[config.mk]
export PLATFORM = sky130hd
export DESIGN_NAME = sram_bridge
export DESIGN_NICKNAME = d
export VERILOG_FILES = /design/src/rtl/sram_bridge_pkg.sv /design/src/rtl/wr_fifo.sv /design/src/rtl/sram_bridge.sv
export SDC_FILE = /design/constraint.sdc
export NUM_CORES = 1
export LEC_CHECK = 0
export CAP_MARGIN = 20
export CORE_MARGIN = 4
export CORE_UTILIZATION = 40
export CTS_CLUSTER_SIZE = 8
export DETAILED_ROUTE_END_ITERATION = 8
export GPL_TIMING_DRIVEN = 0
export PLACE_DENSITY = 0.7
export SYNTH_ARGS = -nofsm -noshare
export SYNTH_HDL_FRONTEND = slang
export SYNTH_HIERARCHICAL = 1
export SYNTH_SLANG_ARGS = --single-unit
[constraint.sdc]
create_clock -name clk -period 5.3 [get_ports clk]
set_clock_uncertainty 0.2 [all_clocks]
set_input_delay 1.06 -clock clk [delete_from_list [all_inputs] [get_ports clk]]
set_output_delay 1.06 -clock clk [all_outputs]
set_load 0.005 [all_outputs]
[src/rtl/sram_bridge_pkg.sv]
// rtl/sram_bridge_pkg.sv - shared FSM encoding, entry layout and defaults for sram_bridge
package sram_bridge_pkg;

  localparam int WS_DEFAULT    = 1;
  localparam int DEPTH_DEFAULT = 4;

  typedef enum logic [1:0] {
    ST_IDLE  = 2'd0,
    ST_SETUP = 2'd1,
    ST_PULSE = 2'd2,
    ST_HOLD  = 2'd3
  } state_t;

  typedef struct packed {
    logic [15:0] addr;
    logic [7:0]  data;
  } wr_entry_t;

endpackage

[src/rtl/wr_fifo.sv]
// rtl/wr_fifo.sv - posted-write FIFO with youngest-match address lookup for read forwarding
module wr_fifo
  import sram_bridge_pkg::*;
#(
  parameter int DEPTH = DEPTH_DEFAULT
) (
  input  logic        clk,
  input  logic        reset,
  input  logic        push,
  input  wr_entry_t   push_entry,
  input  logic        pop,
  output wr_entry_t   head,
  output logic        empty,
  output logic        full,
  output logic        accepted,
  input  logic [15:0] lookup_addr,
  output logic        lookup_hit,
  output logic [7:0]  lookup_data
);

  localparam int AW = $clog2(DEPTH);
  localparam logic [AW:0] PTR_ONE = 1;

  wr_entry_t   mem [DEPTH];
  logic [AW:0] wr_ptr;
  logic [AW:0] rd_ptr;
  logic [AW:0] count;
  logic        do_pop;
  logic        do_push;

  // Extra MSB on each pointer separates full (MSBs differ) from empty (equal).
  assign count    = wr_ptr - rd_ptr;
  assign empty    = (wr_ptr == rd_ptr);
  assign full     = (wr_ptr[AW] != rd_ptr[AW]) && (wr_ptr[AW-1:0] == rd_ptr[AW-1:0]);
  assign do_pop   = pop && !empty;
  assign do_push  = push && (!full || do_pop);
  assign accepted = do_push;
  assign head     = mem[rd_ptr[AW-1:0]];

  always_ff @(posedge clk or negedge reset) begin
    if (!reset) begin
      wr_ptr <= '0;
      rd_ptr <= '0;
    end else begin
      if (do_push) wr_ptr <= wr_ptr + PTR_ONE;
      if (do_pop)  rd_ptr <= rd_ptr + PTR_ONE;
    end
  end

  always_ff @(posedge clk) begin
    if (do_push) mem[wr_ptr[AW-1:0]] <= push_entry;
  end

  // Walk oldest to youngest so the last match (youngest) wins.
  logic [AW:0] off;
  logic [AW:0] idx;
  always_comb begin
    lookup_hit  = 1'b0;
    lookup_data = '0;
    off         = '0;
    idx         = '0;
    for (int i = 0; i < DEPTH; i++) begin
      off = i[AW:0];
      idx = rd_ptr + off;
      if ((off < count) && (mem[idx[AW-1:0]].addr == lookup_addr)) begin
        lookup_hit  = 1'b1;
        lookup_data = mem[idx[AW-1:0]].data;
      end
    end
  end

endmodule

[src/rtl/sram_bridge.sv]
// rtl/sram_bridge.sv - SoC bus to asynchronous SRAM bridge with posted writes and read forwarding
module sram_bridge
  import sram_bridge_pkg::*;
#(
  parameter int WS    = WS_DEFAULT,
  parameter int DEPTH = DEPTH_DEFAULT
) (
  input  logic        clk,
  input  logic        reset,
  input  logic [15:0] addr,
  input  logic        sram_oe,
  input  logic [7:0]  sram_dout,
  output logic [7:0]  sram_din,
  output logic [15:0] ext_addr,
  output logic [7:0]  ext_dq_o,
  output logic        ext_dq_oe,
  input  logic [7:0]  ext_dq_i,
  output logic        ext_ce_n,
  output logic        ext_oe_n,
  output logic        ext_we_n,
  output logic        ovf
);

  localparam logic [1:0] PULSE_LOAD = 2'(WS - 1);

  state_t     state;
  state_t     state_nx;
  logic [1:0] pulse_cnt;
  logic [1:0] pulse_cnt_nx;
  wr_entry_t  inflight;
  logic       active;
  logic       fifo_pop;
  logic       fifo_empty;
  logic       fifo_full;
  logic       fifo_accepted;
  logic       fifo_hit;
  logic [7:0] fifo_data;
  wr_entry_t  fifo_head;
  logic       inflight_hit;
  logic [7:0] din_nx;

  wr_fifo #(.DEPTH(DEPTH)) u_wr_fifo (
    .clk         (clk),
    .reset       (reset),
    .push        (sram_oe),
    .push_entry  ({addr, sram_dout}),
    .pop         (fifo_pop),
    .head        (fifo_head),
    .empty       (fifo_empty),
    .full        (fifo_full),
    .accepted    (fifo_accepted),
    .lookup_addr (addr),
    .lookup_hit  (fifo_hit),
    .lookup_data (fifo_data)
  );

  always_ff @(posedge clk or negedge reset) begin
    if (!reset) begin
      state     <= ST_IDLE;
      pulse_cnt <= '0;
      inflight  <= '0;
      active    <= 1'b0;
      ovf       <= 1'b0;
      sram_din  <= 8'h00;
    end else begin
      state     <= state_nx;
      pulse_cnt <= pulse_cnt_nx;
      active    <= 1'b1;
      sram_din  <= din_nx;
      if (fifo_pop) inflight <= fifo_head;
      if (sram_oe && !fifo_accepted) ovf <= 1'b1;
    end
  end

  always_comb begin
    state_nx     = state;
    pulse_cnt_nx = pulse_cnt;
    fifo_pop     = 1'b0;
    case (state)
      ST_IDLE: begin
        if (!fifo_empty) begin
          state_nx = ST_SETUP;
          fifo_pop = 1'b1;
        end
      end
      ST_SETUP: begin
        state_nx     = ST_PULSE;
        pulse_cnt_nx = PULSE_LOAD;
      end
      ST_PULSE: begin
        if (pulse_cnt == 2'd0) state_nx = ST_HOLD;
        else                   pulse_cnt_nx = pulse_cnt - 2'd1;
      end
      ST_HOLD: begin
        if (!fifo_empty) begin
          state_nx = ST_SETUP;
          fifo_pop = 1'b1;
        end else begin
          state_nx = ST_IDLE;
        end
      end
      default: state_nx = ST_IDLE;
    endcase
  end

  // Strobes stay in their reset levels until the first clock after reset release.
  always_comb begin
    ext_ce_n  = 1'b1;
    ext_oe_n  = 1'b1;
    ext_we_n  = 1'b1;
    ext_dq_oe = 1'b0;
    ext_addr  = 16'h0000;
    ext_dq_o  = 8'h00;
    if (active) begin
      ext_ce_n = 1'b0;
      if (state == ST_IDLE) begin
        ext_oe_n = 1'b0;
        ext_addr = addr;
      end else begin
        ext_dq_oe = 1'b1;
        ext_addr  = inflight.addr;
        ext_dq_o  = inflight.data;
        ext_we_n  = (state != ST_PULSE);
      end
    end
  end

  // Read source priority: accepted write this cycle, queued writes, in-flight write, SRAM.
  assign inflight_hit = (state != ST_IDLE) && (inflight.addr == addr);

  always_comb begin
    din_nx = sram_din;
    if (fifo_accepted)         din_nx = sram_dout;
    else if (fifo_hit)         din_nx = fifo_data;
    else if (inflight_hit)     din_nx = inflight.data;
    else if (state == ST_IDLE) din_nx = ext_dq_i;
  end

endmodule

# --- Word-level counts from Yosys, hierarchy flattened ---
# Memories as Yosys holds them, arrays and structs flattened.
# Cells that the tools add are included.
classes:
  n_mux: 32
  reduce_logical: 21
  addsub: 6
  n_lt_le_gt_ge: 4
  eq_ne: 15
op_table:
  columns: ["cell", "count"]
  rows:
  - ["equality test 16 bit", 5]
  - ["2-to-1 mux 8 bit", 10]
  - ["2-to-1 mux 16 bit", 2]
  - ["2-to-1 mux 1 bit", 15]
  - ["logical AND 1 bit", 9]
  - ["inequality test 2 bit (second input constant)", 4]
  - ["case mux 2 bit (4 select lines)", 1]
  - ["adder 3 x 1 -> 3 bit (second input constant)", 2]
  - ["< comparator 1 x 3 -> 1 bit (first input constant)", 2]
  - ["< comparator 2 x 3 -> 1 bit (first input constant)", 2]
  - ["2-to-1 mux 2 bit", 3]
  - ["adder 2 bit (second input constant)", 2]
  - ["equality test 2 bit (second input constant)", 2]
  - ["logical NOT 2 bit", 2]
  - ["case mux 2 bit (2 select lines)", 1]
  - ["AND reduction 2 bit", 2]
  - ["nonzero test 2 bit", 2]
  - ["nonzero test 4 bit", 1]
  - ["equality test 3 bit", 1]
  - ["logical NOT 1 bit", 3]
  - ["subtractor 3 bit", 1]
  - ["equality test 2 x 1 -> 1 bit (second input constant)", 1]
  - ["equality test 2 bit", 1]
  - ["OR reduction 2 bit", 1]
  - ["3 further kinds", 3]
word_totals:
  ff_bits: 44
  word_cells: 88
  mem_bits_rw: 96
  mem_count: 1
  input_bits: 35
mem_list:
  columns: ["name", "words", "width", "read_ports", "rd_clocked_by_memory_dff", "write_ports", "line_no", "source"]
  rows:
  - ["u_wr_fifo.mem", 4, 24, 4, 0, 1, "wr_fifo.sv:24", "wr_entry_t mem [DEPTH];"]

# --- Depth between registers and ports, before layout ---
# Gate-level depths: netlist (run 1).
logic_depth:
  word_depth: 9
  mapped_depth: 18
  depth_no_buf: 15

# --- Hierarchy ---
# The synthesis (run 1) kept the hierarchy.
by_module_without_submodules:
  columns: ["module", "area_each_um2", "n_inst", "seq_area_each_um2", "cells_each"]
  rows:
  - ["wr_fifo", 6797.8, 1, 3032.9, 432]
  - ["sram_bridge", 2452.4, 1, 950.9, 250]

# --- Worst setup path after synthesis (run 1) ---
# Ideal clock, no wire load.
synth_path:
  kind: "register -> register"
  startpoint: "register u_wr_fifo.rd_ptr[1]"
  endpoint: "register sram_din[6]"
  slack_ps: 389
  t_required_ps: 5021
  arrival_time_ps: 4632
  path_buffers: 6
  path_stages_with_launch: 19
  path_cell_list: "dfrtp_1 -> clkbuf_1 -> buf_2 -> buf_1 -> buf_1 -> inv_1 -> fa_1 -> xor3_1 -> nand2_1 -> o21ai_0 -> or4_1 -> or4_1 -> buf_6 -> nand3_1 -> clkbuf_1 -> nor3b_1 -> o31ai_1 -> o21ai_0 -> mux2i_1"
synth_via:
  elab_chain_len: 9
synth_rtl:
  columns: ["item", "line_no", "source"]
  rows:
  - ["from (decl)", "wr_fifo.sv:26", "logic [AW:0] rd_ptr;"]
  - ["from (signal assigned)", "wr_fifo.sv:46", "if (do_pop) rd_ptr <= rd_ptr + PTR_ONE;"]
  - ["adder 3 x 1 -> 3 bit (tied with other cells)", null, null]
  - ["memory (4 x 24 bit) (tied with other cells)", null, null]
  - ["equality test 16 bit / logical AND 1 bit (equally long branches)", "wr_fifo.sv:65", "if ((off < count) && (mem[idx[AW-1:0]].addr == lookup_addr)) begin"]
  - ["logical AND 1 bit / 2-to-1 mux 1 bit (equally long branches)", "wr_fifo.sv:65", null]
  - ["2-to-1 mux 1 bit (2 in a row)", "wr_fifo.sv:65", null]
  - ["2-to-1 mux 1 bit (*)", "wr_fifo.sv:65", null]
  - ["net fifo_hit", "sram_bridge.sv:36", "logic fifo_hit;"]
  - ["2-to-1 mux 8 bit", "sram_bridge.sv:134", "else if (fifo_hit) din_nx = fifo_data;"]
  - ["2-to-1 mux 8 bit", "sram_bridge.sv:133", "if (fifo_accepted) din_nx = sram_dout;"]
  - ["to (signal assigned)", "sram_bridge.sv:69", "sram_din <= din_nx;"]
  - ["to (decl)", "sram_bridge.sv:13", "output logic [7:0] sram_din,"]
# The timed path passes the listed nets; every way through them passes the cells marked *.
# A chain may end at the register's enable or synchronous reset.

# --- Worst setup path in the final report (run 1) ---
# Same ends and word-level chain as after synthesis.

==> results of run 1 <==
kinds of logic (layout without fill, tap and decap cells):
logic type	Yosys count	count (layout)
muxes	163	163
buffers and inverters	64	167
AOI/OAI and AO/OA	57	57
and+or+nand+nor	159	159
other	1	1
adders and majority gates	14	14
xor gates and xnor gates	84	84
DFF	140	140
cells in the final DEF (no fill, tap or decap), types with 3 or more instances in the layout:
cell,count
sky130_fd_sc_hd__dfrtp_1,43
sky130_fd_sc_hd__mux2i_1,45
sky130_fd_sc_hd__nand2_1,34
sky130_fd_sc_hd__o21ai_0,18
sky130_fd_sc_hd__clkbuf_16,17
sky130_fd_sc_hd__nor2_1,38
sky130_fd_sc_hd__nand4_1,9
sky130_fd_sc_hd__and2_1,9
sky130_fd_sc_hd__bufinv_16,5
sky130_fd_sc_hd__xor2_1,36
sky130_fd_sc_hd__nor2b_1,11
sky130_fd_sc_hd__clkdlybuf4s50_1,70
sky130_fd_sc_hd__buf_6,5
sky130_fd_sc_hd__mux4_2,90
sky130_fd_sc_hd__o31ai_1,9
sky130_fd_sc_hd__or4_1,3
sky130_fd_sc_hd__a21oi_1,5
sky130_fd_sc_hd__nand3_1,12
sky130_fd_sc_hd__nor4_1,5
sky130_fd_sc_hd__o21a_1,6
sky130_fd_sc_hd__xnor2_1,47
sky130_fd_sc_hd__buf_4,8
sky130_fd_sc_hd__nor3_1,8
sky130_fd_sc_hd__buf_2,13
sky130_fd_sc_hd__inv_1,20
sky130_fd_sc_hd__nor3b_1,8
sky130_fd_sc_hd__mux2_2,27
sky130_fd_sc_hd__ha_1,13
sky130_fd_sc_hd__and2_4,4
sky130_fd_sc_hd__clkinvlp_4,3
sky130_fd_sc_hd__o22ai_1,7
sky130_fd_sc_hd__edfxtp_1,96
sky130_fd_sc_hd__clkbuf_1,14
sky130_fd_sc_hd__nand3b_1,7
where the power goes:
part,total [µW],switching (µW),internal (µW)
Clock,1310,473,836
Combinational,4090,2030,2060
Sequential,1830,289,1540
synth_stat cells, types with 2 or more instances:
master,number
sky130_fd_sc_hd__nand2_1,34
sky130_fd_sc_hd__xnor2_1,47
sky130_fd_sc_hd__ha_1,13
sky130_fd_sc_hd__nor3b_1,8
sky130_fd_sc_hd__nor2b_1,11
sky130_fd_sc_hd__nor3_1,8
sky130_fd_sc_hd__buf_6,4
sky130_fd_sc_hd__edfxtp_1,96
sky130_fd_sc_hd__dfrtp_1,44
sky130_fd_sc_hd__a2111oi_0,2
sky130_fd_sc_hd__nor4_1,5
sky130_fd_sc_hd__nor2_1,38
sky130_fd_sc_hd__o21a_1,6
sky130_fd_sc_hd__o21ai_0,18
sky130_fd_sc_hd__nand2b_1,2
sky130_fd_sc_hd__buf_2,15
sky130_fd_sc_hd__o22ai_1,7
sky130_fd_sc_hd__buf_1,4
sky130_fd_sc_hd__inv_1,20
sky130_fd_sc_hd__mux2i_1,45
sky130_fd_sc_hd__nand4_1,9
sky130_fd_sc_hd__nand3b_1,7
sky130_fd_sc_hd__mux4_2,90
sky130_fd_sc_hd__or4_1,3
sky130_fd_sc_hd__a21oi_1,5
sky130_fd_sc_hd__xor2_1,36
sky130_fd_sc_hd__mux2_2,27
sky130_fd_sc_hd__o31ai_1,9
sky130_fd_sc_hd__clkbuf_1,16
sky130_fd_sc_hd__buf_4,4
sky130_fd_sc_hd__and2_1,13
sky130_fd_sc_hd__nand3_1,12
registers in the layout, indices dropped and copies added, names as in the netlist:
name and count:
sram_din 8, state 2, pulse_cnt 2, active 1
inflight 24, u_wr_fifo/rd_ptr 3, u_wr_fifo/wr_ptr 3, ovf 1
u_wr_fifo/mem 96
how the worst max path moves through the flow:
stage | start | to | cells after the start
2_1_floorplan | u_wr_fifo/rd_ptr[1]$_DFFE_PN0P_ | sram_din[6]$_DFFE_PN0P_ | 18
3_3_place_gp | u_wr_fifo/rd_ptr[1]$_DFFE_PN0P_ | u_wr_fifo/mem[3][23]$_DFFE_PP_ | 13
3_5_place_dp | u_wr_fifo/rd_ptr[1]$_DFFE_PN0P_ | sram_din[6]$_DFFE_PN0P_ | 18
4_1_cts | u_wr_fifo/rd_ptr[1]$_DFFE_PN0P_ | sram_din[6]$_DFFE_PN0P_ | 17
5_1_grt | u_wr_fifo/rd_ptr[1]$_DFFE_PN0P_ | sram_din[4]$_DFFE_PN0P_ | 17
6_report | u_wr_fifo/rd_ptr[1]$_DFFE_PN0P_ | sram_din[6]$_DFFE_PN0P_ | 17
metal layers:
layer,track usage,up-vias,wire length [µm]
li1,-,2808,-
met4,0.0798,2,746
met2,0.316,357,12000
met5,0,-,9
met3,0.0452,63,2230
met1,0.277,3280,10500
through the flow:
| step | setup TNS, ns | setup slack (ns) | cells | utilization |
|---|---|---|---|---|
| after floorplan | 0 | 0.389 | 682 | - |
| after global placement | -196.18 | -2.02 | 1038 | 0.454 |
| after detailed placement | -147.17 | -1.45 | 1039 | 0.455 |
| after CTS | 0 | 0.0606 | 1070 | 0.484 |
| after global routing | 0 | 0.0969 | 1070 | 0.485 |
| final | 0 | 0.252 | 1070 | 0.485 |
layout make-up:
class	count	area (µm²)	share of cell area
multi-input cells	478	4980	0.452
flip-flops and latches	140	3990	0.362
repair buffers	73	733	0.0666
clock buffers	18	429	0.0390
well taps	285	357	0.0324
plain buffers	41	235	0.0214
clock inverters	14	216	0.0197
inverters	21	78.8	0.00716
repair_timing:
| action | 4_1_cts | 5_1_grt |
|---|---|---|
| setup buffers | 0 | 1 |
| resized for setup | 12 | 6 |
| pin swaps | 0 | 1 |
| endpoints found under the setup margin | 110 | 105 |
| gates cloned | 0 | 0 |
==> PnR_summary.wiki, run 1 <==
{| class="wikitable"
! Metric !! Value
|-
| Status || finished clean
|-
| Synthesized netlist net count || 731
|-
| Synthesis Warnings || 6
|-
| Total congestion overflow after global routing || 0
|-
| Final worst path period share || 0.952
|-
| Overall die area || 25600 µm²
|-
| Final nets || 821
|-
| Final critical-path required period || 5.05 ns
|-
| Share of synthesized flip-flops with an asynchronous set or reset || 0.314
|-
| Register bit total from synthesis || 140
|-
| Setup slack on the worst flop-to-flop path || 0.25 ns
|-
| Fill cells || 1958
|-
| I/O Buffers || 71
|-
| Max_slew headroom || 0.438
|-
| Count of cell types in the netlist || 56
|-
| Smallest hold slack || 0.260 ns
|-
| Mapped Cells || 682
|-
| Hold Crit Class || register to register
|-
| Initial core utilization || 0.407
|-
| RSZ-0062 raised after global routing || false
|-
| Core footprint || 22700 µm²
|-
| HPWL after detailed placement || 18200 µm
|-
| Critical Path Source Type || register
|-
| Share of synthesized cell area in full adder, half adder and majority cells || 0.0197
|-
| Clock H-tree levels || 4
|-
| Clk sinks || 140
|-
| Max Slew Vio Count || 0
|-
| Classification of the worst setup path || register to register
|-
| Leakage power figure || 0.00393 µW
|-
| First-pass GRT wire length || 39600 µm
|-
| Worst-margin pin slew || 0.843 ns
|-
| Count of antenna-violating nets left after detailed routing || 0
|-
| TritonCTS clock tree || built
|-
| Required time of the worst setup path || 5.44 ns
|-
| Total inserted antenna cells || 0
|-
| Buffer levels on the longest clock path || 2
|-
| Endpoints failing setup || 0
|-
| Cell types with the largest area share after synthesis || sky130_fd_sc_hd__edfxtp_1, sky130_fd_sc_hd__mux4_2, sky130_fd_sc_hd__dfrtp_1, sky130_fd_sc_hd__mux2i_1, sky130_fd_sc_hd__xnor2_1
|-
| Die Wd || 160 µm
|-
| Synth Area in XOR/XNOR || 0.0812
|-
| CTS Buf Count || 17
|-
| Slowest cell on the critical path || sky130_fd_sc_hd__or4_1
|-
| Top cell family by delay on the critical path || simple AND/OR/NAND/NOR gates
|-
| Final Power || 7230 µW
|-
| Depth of the worst hold-timing path || 1
|-
| Worst reg-to-reg path cell count || 17
|-
| Ports || 72
|-
| Cell chain of the critical path || buf_6 -> buf_4 -> buf_4 -> inv_1 -> fa_1 -> xor3_1 -> nand2_1 -> o21ai_0 -> or4_1 -> or4_1 -> buf_6 -> nand3_1 -> clkbuf_2 -> nor3b_1 -> o31ai_1 -> o21ai_0 -> mux2i_1
|-
| Synth area leader || sky130_fd_sc_hd__edfxtp_1
|-
| Synth-to-layout area growth || 19.0%
|-
| Number of synthesized flops with an enable pin || 96
|-
| Hold path startpoint || ovf$_DFFE_PN0P_
|-
| Height of the die || 160 µm
|-
| Clock network latency to the later pin of the worst-skew pair || 0.43 ns
|-
| Mean area per synthesized cell || 13.6 µm²
|-
| R2R Path Start || u_wr_fifo/rd_ptr[1]$_DFFE_PN0P_
|-
| Design Area, Final || 11000 µm²
|-
| Via-to-Cell Ratio || 6.08
|-
| Biggest cell delay along the critical path || 0.57 ns
|-
| Weighted congestion at the end of routability-driven global placement || 0.938
|-
| Clk pin slew, worst setup/hold paths || 0.06 ns
|-
| Combined area of all synthesized cells || 9250 µm²
|-
| Avg WL per Cell || 23.9 µm
|-
| Share of cells above drive strength 1 || 0.238
|-
| Area after DPL || 10300 µm²
|-
| Maximum number of pins on one net before global-route repair || 29
|-
| Buffer cell driving the clock tree root || sky130_fd_sc_hd__clkbuf_16
|-
| Fmax || 198 MHz
|-
| Number of iterations in the first detailed-routing pass || 5
|-
| Maximum capacitance violations || 0
|-
| IR Drop Worst-Case VDD || 0.262 mV
|-
| Count of standard-cell rows || 55
|-
| Total Wirelength || 25500 µm
|-
| Hold endpoint || ovf$_DFFE_PN0P_
|-
| Buffers plus inverters on the worst setup path || 6
|-
| Global-route usage over all layers || 0.202
|-
| Post-synthesis share of cell area spent on and, or, nand and nor gates || 0.0925
|-
| Combinational family with the most area after synthesis || multiplexers
|-
| Mux contribution to synthesized area || 0.302
|-
| DR vias || 6510
|-
| Compound-gate portion of the synthesized area || 0.0403
|-
| Areal power density over the cells || 657 nW/µm²
|-
| FF-to-FF End || sram_din[6]$_DFFE_PN0P_
|-
| DRC violation total after the first TritonRoute iteration || 667
|-
| Hold Vio Cnt, Final || 0
|-
| Main flop type after synthesis || sky130_fd_sc_hd__edfxtp_1
|-
| Share of the yosys chip area belonging to registers || 0.431
|-
| Data arrival time of the worst path || 5.18 ns
|-
| Antenna violations before repair || 1
|-
| Number of buffers inserted by hold repair at cts || 0
|-
| Via count of the first global-routing pass || 6613
|-
| Maximum net fanout on the critical path || 19
|-
| Fraction of synthesized cell area taken by the top area cell type || 0.312
|-
| DRC violations left || 0
|-
| Element type at the critical path end || register
|}
Note: power is estimated with default switching activity, not from simulation.
==> inputs of run 2 (changes only) <==
Settings changed: SLEW_MARGIN set to 20.
==> PnR_summary.wiki, run 2 (synthesized netlist as in run 1, its figures left out) <==
{| class="wikitable"
! Metric !! Value
|-
| I/O Buffers || 71 (unchanged)
|-
| RSZ-0062 raised after global routing || false (unchanged)
|-
| FF-to-FF End || sram_din[6]$_DFFE_PN0P_ (unchanged)
|-
| Maximum number of pins on one net before global-route repair || 29 (unchanged)
|-
| Final nets || 824 (was 821)
|-
| DR vias || 6482 (was 6510)
|-
| Clock H-tree levels || 4 (unchanged)
|-
| Areal power density over the cells || 647 nW/µm² (was 657 nW/µm²)
|-
| Global-route usage over all layers || 0.204 (was 0.202)
|-
| Final Power || 7150 µW (was 7230 µW)
|-
| Element type at the critical path end || register (unchanged)
|-
| Count of antenna-violating nets left after detailed routing || 0 (unchanged)
|-
| HPWL after detailed placement || 18900 µm (was 18200 µm)
|-
| Core footprint || 22700 µm² (unchanged)
|-
| Maximum net fanout on the critical path || 19 (unchanged)
|-
| Height of the die || 160 µm (unchanged)
|-
| Net switching share of the total power || 0.388 (was 0.387)
|-
| Final worst path period share || 0.969 (was 0.952)
|-
| Synth-to-layout area growth || 19.4% (was 19.0%)
|-
| Ports || 72 (unchanged)
|-
| Data arrival time of the worst path || 5.27 ns (was 5.18 ns)
|-
| Max Slew Vio Count || 0 (unchanged)
|-
| Via count of the first global-routing pass || 6688 (was 6613)
|-
| Classification of the worst setup path || register to register (unchanged)
|-
| CTS Buf Count || 17 (unchanged)
|-
| Die Wd || 160 µm (unchanged)
|-
| Total congestion overflow after global routing || 0 (unchanged)
|-
| IR Drop Worst-Case VDD || 0.251 mV (was 0.262 mV)
|-
| Worst reg-to-reg path cell count || 17 (unchanged)
|-
| DRC violation total after the first TritonRoute iteration || 747 (was 667)
|-
| Max_slew headroom || 0.436 (was 0.438)
|-
| Buffer cell driving the clock tree root || sky130_fd_sc_hd__clkbuf_16 (unchanged)
|-
| Number of buffers inserted by hold repair at cts || 0 (unchanged)
|-
| Max FFs per register || 96 (unchanged)
|-
| Commonest cells after routing, fill and taps aside || sky130_fd_sc_hd__edfxtp_1, sky130_fd_sc_hd__mux4_2, sky130_fd_sc_hd__clkdlybuf4s50_1 (unchanged)
|-
| Number of iterations in the first detailed-routing pass || 6 (was 5)
|-
| Biggest cell delay along the critical path || 0.58 ns (was 0.57 ns)
|-
| Most common library cell in the layout ignoring fill and taps || sky130_fd_sc_hd__edfxtp_1 (unchanged)
|-
| Total inserted antenna cells || 0 (unchanged)
|-
| DRC violations left || 0 (unchanged)
|-
| Buffers plus inverters on the worst setup path || 6 (unchanged)
|-
| Top cell family by delay on the critical path || simple AND/OR/NAND/NOR gates (unchanged)
|-
| Buffer levels on the longest clock path || 2 (unchanged)
|-
| TritonCTS clock tree || built (unchanged)
|-
| Hold Crit Class || register to register (unchanged)
|-
| Fmax || 195 MHz (was 198 MHz)
|-
| Setup slack on the worst flop-to-flop path || 0.17 ns (was 0.25 ns)
|-
| Share of cells above drive strength 1 || 0.239 (was 0.238)
|-
| Cell chain of the critical path || buf_6 -> buf_4 -> buf_4 -> inv_1 -> fa_1 -> xor3_1 -> nand2_1 -> o21ai_0 -> or4_1 -> or4_1 -> buf_6 -> nand3_1 -> clkbuf_2 -> nor3b_1 -> o31ai_1 -> o21ai_0 -> mux2i_1 (unchanged)
|-
| Clk sinks || 140 (unchanged)
|-
| First-pass GRT wire length || 40000 µm (was 39600 µm)
|-
| Smallest hold slack || 0.260 ns (about the same)
|-
| Number of cells on the critical path || 17 (unchanged)
|-
| Endpoints failing setup || 0 (unchanged)
|-
| Slowest cell on the critical path || sky130_fd_sc_hd__or4_1 (unchanged)
|-
| Hold Vio Cnt, Final || 0 (unchanged)
|-
| Clock network latency to the later pin of the worst-skew pair || 0.43 ns (about the same)
|-
| Count of standard-cell rows || 55 (unchanged)
|-
| Clock share of power || 0.165 (was 0.181)
|-
| Final Util || 0.486 (was 0.485)
|-
| Buffer count from post-CTS setup fixing || 0 (unchanged)
|-
| Setup crit start || u_wr_fifo/rd_ptr[1]$_DFFE_PN0P_ (unchanged)
|-
| Maximum capacitance violations || 0 (unchanged)
|-
| Required time of the worst setup path || 5.43 ns (was 5.44 ns)
|-
| Antenna violations before repair || 0 (was 1)
|-
| Status || finished clean (unchanged)
|-
| Via-to-Cell Ratio || 6.04 (was 6.08)
|-
| Switching power || 2780 µW (was 2800 µW)
|-
| Worst-margin pin slew || 0.846 ns (was 0.843 ns)
|-
| Leakage power figure || 0.00395 µW (was 0.00393 µW)
|-
| Weighted congestion at the end of routability-driven global placement || 0.938 (unchanged)
|-
| Total Wirelength || 25600 µm (was 25500 µm)
|-
| R2R Path Start || u_wr_fifo/rd_ptr[1]$_DFFE_PN0P_ (unchanged)
|-
| Combinational power share || 0.579 (was 0.566)
|-
| Final critical-path required period || 5.13 ns (was 5.05 ns)
|-
| Relative contribution of sequential cells to total power || 0.256 (was 0.253)
|-
| Fill cells || 1964 (was 1958)
|-
| Initial core utilization || 0.407 (unchanged)
|-
| Overall die area || 25600 µm² (unchanged)
|-
| Clk pin slew, worst setup/hold paths || 0.06 ns (about the same)
|-
| CP Capture Point || sram_din[6]$_DFFE_PN0P_ (unchanged)
|-
| Avg WL per Cell || 23.9 µm (about the same)
|-
| Internal portion of total power || 4370 µW (was 4440 µW)
|-
| Critical Path Source Type || register (unchanged)
|}
-- run 2: stage by stage --
step / setup TNS (ns) / area [µm²] / cells / setup WS (ns)
final: 0 / 11000 / 1073 / 0.166
after global routing: 0 / 11000 / 1073 / 0.0131
after CTS: 0 / 11000 / 1074 / 0.102
after detailed placement: -120.95 / 10400 / 1043 / -1.42
after global placement: -196.18 / 10300 / 1038 / -2.02
after floorplan: 0 / 9250 / 682 / 0.389
-- run 2: final cells by class --
class | count | area, µm² | share of cell area
inverters | 21 | 78.8 | 0.00714
clock inverters | 14 | 153 | 0.0138
plain buffers | 41 | 235 | 0.0213
clock buffers | 18 | 429 | 0.0389
repair buffers | 76 | 836 | 0.0757
well taps | 285 | 357 | 0.0323
flip-flops and latches | 140 | 3980 | 0.361
multi-input cells | 478 | 4970 | 0.450
-- run 2: how the worst min path moves through the flow --
stage | startpoint | slack (ns) | end | cells after the start
floorplan | ovf$_DFFE_PN0P_ | 0.25 | ovf$_DFFE_PN0P_ | 1
global placement | ovf$_DFFE_PN0P_ | 0.25 | ovf$_DFFE_PN0P_ | 1
detailed placement | ovf$_DFFE_PN0P_ | 0.25 | ovf$_DFFE_PN0P_ | 1
CTS | ovf$_DFFE_PN0P_ | 0.27 | ovf$_DFFE_PN0P_ | 1
global route | ovf$_DFFE_PN0P_ | 0.29 | ovf$_DFFE_PN0P_ | 1
finish | ovf$_DFFE_PN0P_ | 0.26 | ovf$_DFFE_PN0P_ | 1
-- run 2: repair_timing --
action                                  CTS  global route
pin swaps                                 0             0
endpoints found under the setup margin  110             8
gates resized for setup                   9             4
-- run 2: power by group through the flow --
stage / combinational [µW] / clock (µW) / sequential [µW]
after floorplan: 2980 / 0 / 1740
after global placement: 4000 / 0 / 1830
after detailed placement: 4110 / 0 / 1840
after CTS: 4140 / 1200 / 1820
after global routing: 4440 / 1260 / 1870
final: 4140 / 1180 / 1830
-- run 2: layer usage --
metal	part of all wire	up-vias	track usage
met3	0.087	34	0.0532
met5	0	-	0
met2	0.48	354	0.325
li1	-	2813	-
met1	0.41	3281	0.276
met4	0.021	0	0.0602
